--- config.mk ---
export PLATFORM = sky130hd
export DESIGN_NAME = dmem_arbiter
export DESIGN_NICKNAME = d
export VERILOG_FILES = /design/src/rtl/dmem_arbiter.sv
export SDC_FILE = /design/constraint.sdc
export NUM_CORES = 1
export LEC_CHECK = 0
export CORE_AREA = 4 4 117 119
export CTS_CLUSTER_DIAMETER = 200
export DETAILED_ROUTE_END_ITERATION = 8
export DIE_AREA = 0 0 121 123
export GPL_TIMING_DRIVEN = 0
export PLACE_DENSITY_LB_ADDON = 0.15
export SYNTH_ARGS = -nofsm -noshare
export SYNTH_HDL_FRONTEND = slang
export SYNTH_SLANG_ARGS = --single-unit
--- constraint.sdc ---
create_clock -name clk -period 5.22 [get_ports clk]
set_clock_uncertainty 0.2 [all_clocks]
set_input_delay 1.044 -clock clk [delete_from_list [all_inputs] [get_ports clk]]
set_output_delay 1.044 -clock clk [all_outputs]
set_load 0.02 [all_outputs]
--- src/rtl/dmem_arbiter.sv ---
// Two-port arbiter for the shared single-port data memory: core (port 0) and DMA/debug (port 1).
// Round-robin on ties, bounded locked bursts, and error pulses for misaligned or out-of-range addresses.
module dmem_arbiter #(
  parameter int DEPTH     = 64,
  parameter int MAX_BURST = 8
) (
  input  logic        clk,
  input  logic        rst,
  input  logic        req0,
  input  logic        req1,
  input  logic        we0,
  input  logic        we1,
  input  logic        lock0,
  input  logic        lock1,
  input  logic [31:0] addr0,
  input  logic [31:0] addr1,
  input  logic [31:0] wdata0,
  input  logic [31:0] wdata1,
  output logic        gnt0,
  output logic        gnt1,
  output logic        rvalid0,
  output logic        rvalid1,
  output logic [31:0] rdata0,
  output logic [31:0] rdata1,
  output logic        err0,
  output logic        err1,
  output logic        mem_read,
  output logic        mem_write,
  output logic [31:0] mem_addr,
  output logic [31:0] mem_wdata,
  input  logic [31:0] mem_rdata
);

  localparam int CW = (MAX_BURST > 1) ? $clog2(MAX_BURST) : 1;
  localparam logic [CW-1:0] LastBeat = CW'(MAX_BURST - 1);

  typedef enum logic [1:0] {IDLE, OWN0, OWN1} state_e;

  state_e        state_q, state_d;
  logic          lastWinner_q, lastWinner_d;
  logic [CW-1:0] burstCnt_q, burstCnt_d;
  logic          rvalid0_q, rvalid1_q, err0_q, err1_q;
  logic [31:0]   rdata0_q, rdata1_q;

  logic          grant0, grant1, anyGrant;
  logic [31:0]   selAddr, selWdata;
  logic          selWe, selLock, addrBad, goodAccess;

  // An active owner keeps the memory; otherwise ties go to the port that did not win last.
  always_comb begin
    grant0 = 1'b0;
    grant1 = 1'b0;
    if (!rst) begin
      if (state_q == OWN0 && req0) begin
        grant0 = 1'b1;
      end else if (state_q == OWN1 && req1) begin
        grant1 = 1'b1;
      end else if (req0 && req1) begin
        grant0 = lastWinner_q;
        grant1 = !lastWinner_q;
      end else begin
        grant0 = req0;
        grant1 = req1;
      end
    end
  end

  assign anyGrant   = grant0 | grant1;
  assign selAddr    = grant1 ? addr1  : addr0;
  assign selWdata   = grant1 ? wdata1 : wdata0;
  assign selWe      = grant1 ? we1    : we0;
  assign selLock    = grant1 ? lock1  : lock0;
  assign addrBad    = (selAddr[1:0] != 2'b00) || ({2'b00, selAddr[31:2]} >= 32'(DEPTH));
  assign goodAccess = anyGrant && !addrBad;

  assign gnt0      = grant0;
  assign gnt1      = grant1;
  assign mem_read  = goodAccess && !selWe;
  assign mem_write = goodAccess && selWe;
  assign mem_addr  = goodAccess ? selAddr  : 32'h0;
  assign mem_wdata = goodAccess ? selWdata : 32'h0;

  // Ownership continues only while the winner asks for it and the burst budget is not spent.
  always_comb begin
    state_d      = IDLE;
    burstCnt_d   = '0;
    lastWinner_d = lastWinner_q;
    if (anyGrant) begin
      lastWinner_d = grant1;
      if (selLock && (burstCnt_q < LastBeat)) begin
        state_d    = grant1 ? OWN1 : OWN0;
        burstCnt_d = burstCnt_q + 1'b1;
      end
    end
  end

  always_ff @(posedge clk) begin
    if (rst) begin
      state_q      <= IDLE;
      lastWinner_q <= 1'b1;
      burstCnt_q   <= '0;
      rvalid0_q    <= 1'b0;
      rvalid1_q    <= 1'b0;
      err0_q       <= 1'b0;
      err1_q       <= 1'b0;
      rdata0_q     <= 32'h0;
      rdata1_q     <= 32'h0;
    end else begin
      state_q      <= state_d;
      lastWinner_q <= lastWinner_d;
      burstCnt_q   <= burstCnt_d;
      rvalid0_q    <= grant0 && goodAccess && !we0;
      rvalid1_q    <= grant1 && goodAccess && !we1;
      err0_q       <= grant0 && addrBad;
      err1_q       <= grant1 && addrBad;
      if (grant0 && goodAccess && !we0) begin
        rdata0_q <= mem_rdata;
      end
      if (grant1 && goodAccess && !we1) begin
        rdata1_q <= mem_rdata;
      end
    end
  end

  assign rvalid0 = rvalid0_q;
  assign rvalid1 = rvalid1_q;
  assign err0    = err0_q;
  assign err1    = err1_q;
  assign rdata0  = rdata0_q;
  assign rdata1  = rdata1_q;

endmodule

Yosys cells after proc, flatten, opt, wreduce, memory -nomap -nowiden
Index checks and enable logic that the tools add are counted.

Bitwise gates (word level): 3. Muxes and demuxes: 15. $add $sub $neg: 1. Magnitude comparators: 2. Reductions and logical operators: 21. Eq/ne operators: 2.

Operators with widths (count): $mux W32 (4); $ge A30 B7 Y1 const B (1); $logic_and A1 B1 Y1 (13); $mux W1 (10); $logic_not A1 Y1 (5); $add A3 B1 Y3 const B (1); $lt A3 B3 Y1 const B (1); $reduce_or A3 Y1 (1); $eq A2 B1 Y1 const B (1); $eq A2 B2 Y1 const B (1); $mux W2 (1); $not A1 Y1 (2); $reduce_bool A2 Y1 (1); $logic_or A1 B1 Y1 (1); $or A1 B1 Y1 (1).

Output and inout port bits: 136. Bits in registers: 74. Bits of input ports: 168.

Depth between registers and ports, before layout
Depth after elaboration: 12. Gate-level depth with buffers: 7. Depth with buffers taken out: 5.

Worst setup path before layout
No wires, ideal clock.

Path type: input to output. From: input port rst. To: output port mem_wdata[21]. Path buffers: 3. Arrival: 2.633 ns. Stages on the path: 7. Setup slack: 1.343 ns. Cell sequence: buf_2 > nand2b_1 > a211o_1 > nor3_1 > clkbuf_1 > buf_2 > a22o_1.

Word-level cells in the longest chain between the ends: 7. Elaborated cells on any way between the ends: 11.

Ends and longest elaborated chain: from (decl) (RTL line 8) `input logic rst,`; $mux W1 (RTL line 53) `if (!rst) begin`; $mux W32 (RTL line 69) `assign selAddr = grant1 ? addr1 : addr0;`; $ge A30 B7 Y1 or $reduce_bool A2 Y1 (tied branches) (RTL line 73) `assign addrBad = (selAddr[1:0] != 2'b00) || ({2'b00, selAddr[31:2]} >= 32'(DEPTH));`; $logic_or A1 B1 Y1 (RTL line 73); $logic_not A1 Y1 (RTL line 74) `assign goodAccess = anyGrant && !addrBad;`; $logic_and A1 B1 Y1 (RTL line 74); $mux W32 (*) (RTL line 81) `assign mem_wdata = goodAccess ? selWdata : 32'h0;`; to (decl) (RTL line 30) `output logic [31:0] mem_wdata,`.

Every way passes the cells marked *; elsewhere a longest branch is shown, timed or not.

Final worst setup path
From: input port rst. To: output port mem_wdata[27].

Same word-level chain as after synthesis.

==> results.md <==
Status:
- The flow ran to the end, and the final reports show no timing, DRC or antenna violations.

Setup path:
- The required arrival time at the worst endpoint is 3980 ps.
- Data on the critical path arrives at its endpoint at 3800 ps.
- In this design, the stage delay of the slowest critical-path cell is 630 ps.
- The count of buffering cells on the critical path with inverters included is 5.
- Across all register-to-register paths, the minimum setup slack is ~2900 ps.
- The slowest stage cell on the critical path is clkdlybuf4s50_1.
- In this run the critical register-to-register path is captured at rdata1[11]$_SDFFE_PP0P_.
- The capturing element type of the critical path is an output port.
- The number of gates on the worst path with buffers counted is 9.
- The worst reg2reg path startpoint is state_q[1]$_SDFF_PP0_.
- The critical path is of the input pin to output port type.
- The timing endpoint of the critical path is mem_wdata[27].
- The launching instance or port of the critical path is rst.
- The maximum fanout along the worst path is 10.
- The worst setup path is launched from an input pin.
- Measured in cells, the most critical reg-to-reg path has a length of 6.
- Traced cell by cell, the critical path runs through clkdlybuf4s50_1 -> buf_2 -> nand2b_1 -> a211o_1 -> nor3_1 -> clkbuf_2 -> buf_2 -> a22o_1 -> clkdlybuf4s50_1.
- The dominant delay contributor by cell family on the critical path is buffers and inverters.

Routing:
- The final routed wirelength across all metal layers is 15280 um.
- The detail route stage leaves a number of antenna-violating nets equal to 0.
- For this run, the detailed router's first-pass iteration total came to 4.
- The number of vias per cell is ~4.4.
- The post-detailed-route DRC marker count is 0.
- The detailed router finished its first iteration with 166 violations.
- In the final routed layout, each cell accounts on average for 17.57 um.
- The via total after detailed routing is 3860.

Timing:
- The routed design could run at a clock period as short as 5040 ps.
- The post-route clock period utilization is a little under 100%.
- The count of final max-slew check failures is 0.
- The count of final setup violators is 0.
- The hold violation total from the final report is 0.
- Based on the critical path, the design can be clocked at up to 0.1984 GHz.
- Setup repair after global routing left no endpoint under its margin.

Clock tree:
- Once the clock tree was built, the setup fixing pass inserted 0 buffers.
- TritonCTS created 9 clock buffers.
- Counting every sink on the clock net gives 74.
- After clock tree synthesis, the clock-pin slew on the worst setup and hold paths is ~50 ps.
- The clock root buffer is clkbuf_16.
- The clock latency reported for the late side of the worst-skew pair is 330 ps.
- The H-tree was split into 3 levels.
- No sink is reached through more buffers than the 2 on the longest clock path.
- TritonCTS built the clock tree.

Die:
- The floorplan step set the die width to roughly 120 um.
- The initial utilization of the core area, before any placement, comes to ~30%.
- The die covers 14880 sq um.
- The floorplan has 41 rows.
- The die is 123 um tall.
- During I/O placement, the number of pins put on the boundary was 304.
- The core region is 12570 sq um.

Global routing:
- Global routing consumed, over all layers together, 19.84% of the routing resources.
- The first global-routing pass estimated around 23000 um of wire.
- The total overflow reported by the global router is 0.
- The via count of the first global-routing pass came to 4131.
- Entering global routing, the biggest net connects 12 pins.
- The initial antenna violation count is 0.

Synth:
- The largest total area in the synthesized netlist belongs to dfxtp_1.
- The synthesized area divided by synthesized cell count is 9.869 sq um.
- The count of different cell masters after synthesis is 32.
- The share of async-settable or async-resettable flops after synthesis is 0%.
- In the post-synthesis netlist, the biggest area contributors are dfxtp_1 39%, mux2i_1 17%, nand2b_1 17%, a22o_1 9.3%, buf_4 5.4%.
- In this run, synthesis inferred 0 flip-flops with an integrated enable.
- The sequential fraction of the synthesis area is between 30% and 40%.
- The netlist area before placement is around 3800 sq um.
- The synthesized design contains 74 register bits.
- Among all flip-flop cells after synthesis, the most frequent one is dfxtp_1.
- The portion of synthesized cell area occupied by the leading cell type is 39.30%.
- The number of warnings issued by yosys is 0.
- Ranked by instance count, the synthesized netlist is headed by 100 x nand2b_1, 74 x dfxtp_1, 64 x mux2i_1, 40 x a22o_1, 27 x buf_4.
- The most common cell in the synthesized netlist is nand2b_1.
- The gate count after technology mapping is 382.

Power:
- The peak supply drop is roughly 0.15 mV.
- The power density relative to cell area is 189.3 nW/um^2.
- The leakage power summed over all cells is ~3.1 nW.

Cells and area:
- 0 antenna diodes ended up in the layout.
- The final standard cell area without fillers is about 7000 sq um.
- The net count of the finished layout is roughly 860.
- The final core utilization is 56.67%.
- The area growth from synthesis to layout is 88.91%.
- The layout filler cell count is 1143.
- The ratio of cells with drive above 1 in the final layout is 7.450%.

Placement:
- The detailed placer's ending HPWL is 12840 um.
- The post-place instance area is 6852 sq um.
- Routability-driven placement finished with a final weighted congestion of 0.9151.
- The count of buffers from port buffering is 277.

Flow run:
- The tool flagged a number of max-cap violations equal to 0.

Min path:
- The path class of the tightest hold or removal check is flip-flop to flip-flop.
cells in the final DEF, fill, tap and decap left out, drive strengths merged, types with 6 or more instances in the layout:
cell | Yosys | layout
buf | 38 | 37
nor4 | 12 | 12
dfxtp | 74 | 74
clkbuf | 15 | 28
conb | 1 | 26
clkdlybuf4s50 | 0 | 277
and3 | 6 | 6
nand2b | 100 | 100
mux2i | 64 | 64
a22o | 40 | 40
per-layer routing:
metal	track usage [%]	vias up	part of all wire (%)
met5	0	-	0
met3	7.365	22	8.4
met1	21.43	1741	39
met4	6.516	0	1.6
met2	35.88	176	51
li1	-	1921	-
area by class of cell:
class	count	area, sq um	area share, %
buffer	52	347.8	4.884
clock buffer	13	260.3	3.654
clock inverter	2	12.51	0.1757
inverter	3	11.26	0.1581
multi-input combinational	277	2021	28.37
sequential	74	1481	20.80
tap	172	215.2	3.022
timing repair buffer	277	2773	38.93
how the worst min path moves through the flow:
stage	depth (start not counted)	slack [ps]	end	from
final	2	270	rdata0[5]$_SDFFE_PP0P_	rdata0[5]$_SDFFE_PP0P_
after CTS	1	280	burstCnt_q[0]$_SDFF_PP0_	burstCnt_q[0]$_SDFF_PP0_
after global placement	1	240	burstCnt_q[0]$_SDFF_PP0_	burstCnt_q[0]$_SDFF_PP0_
after global routing	2	290	rdata0[20]$_SDFFE_PP0P_	rdata0[20]$_SDFFE_PP0P_
after detailed placement	1	270	burstCnt_q[0]$_SDFF_PP0_	burstCnt_q[0]$_SDFF_PP0_
after floorplan	1	230	burstCnt_q[0]$_SDFF_PP0_	burstCnt_q[0]$_SDFF_PP0_
sequential cells by signal, summed over array words and instances (netlist names):
signal and cells:
rdata0 32, rvalid1 1, err0 1, state_q 2, err1 1, lastWinner_q 1
rdata1 32, rvalid0 1, burstCnt_q 3
kinds of logic (layout without fill, tap and decap cells):
logic type,after synthesis,in the layout,synth area share (%)
and+or+nand+nor,137,137,22.67
DFF,74,74,39.30
muxes,64,64,16.99
buffers and inverters,56,347,9.591
AOI/OAI and AO/OA,48,48,10.79
adders and majority gates,1,1,0.3318
other,1,26,0.09947
xor gates and xnor gates,1,1,0.2324
per-stage QoR:
stage | std cells | worst slack, ps | TNS (ps) | hold slack [ps] | total power, mW
floorplan | 407 | 1343 | 0 | 227.1 | 0.6500
global placement | 856 | -14.39 | -37.64 | 236.4 | 0.7926
detailed placement | 856 | -49.42 | -164.7 | 267.0 | 0.7950
CTS | 871 | 26.81 | 0 | 275.7 | 1.367
global route | 870 | 5.153 | 0 | 293.8 | 1.402
finish | 870 | 179.6 | 0 | 274.4 | 1.348
power breakdown:
part	switching, mW	total (mW)	internal [mW]
sequential	0.00144	0.569	0.568
combinational	0.0691	0.215	0.146
clock	0.220	0.564	0.344
tightest hold or removal path, cell delays in order, from the launching register on:
cell and delay [ps]:
dfxtp_1 300, nand2b_1 60, mux2i_1 60
repair_timing:
item | 4_1_cts | 5_1_grt
resized for setup | 1 | 0
pin swaps | 0 | 0
setup endpoints to repair | 7 | 10
hold buffers | 0 | 0
No activity file was read; power rests on OpenSTA's default activity.
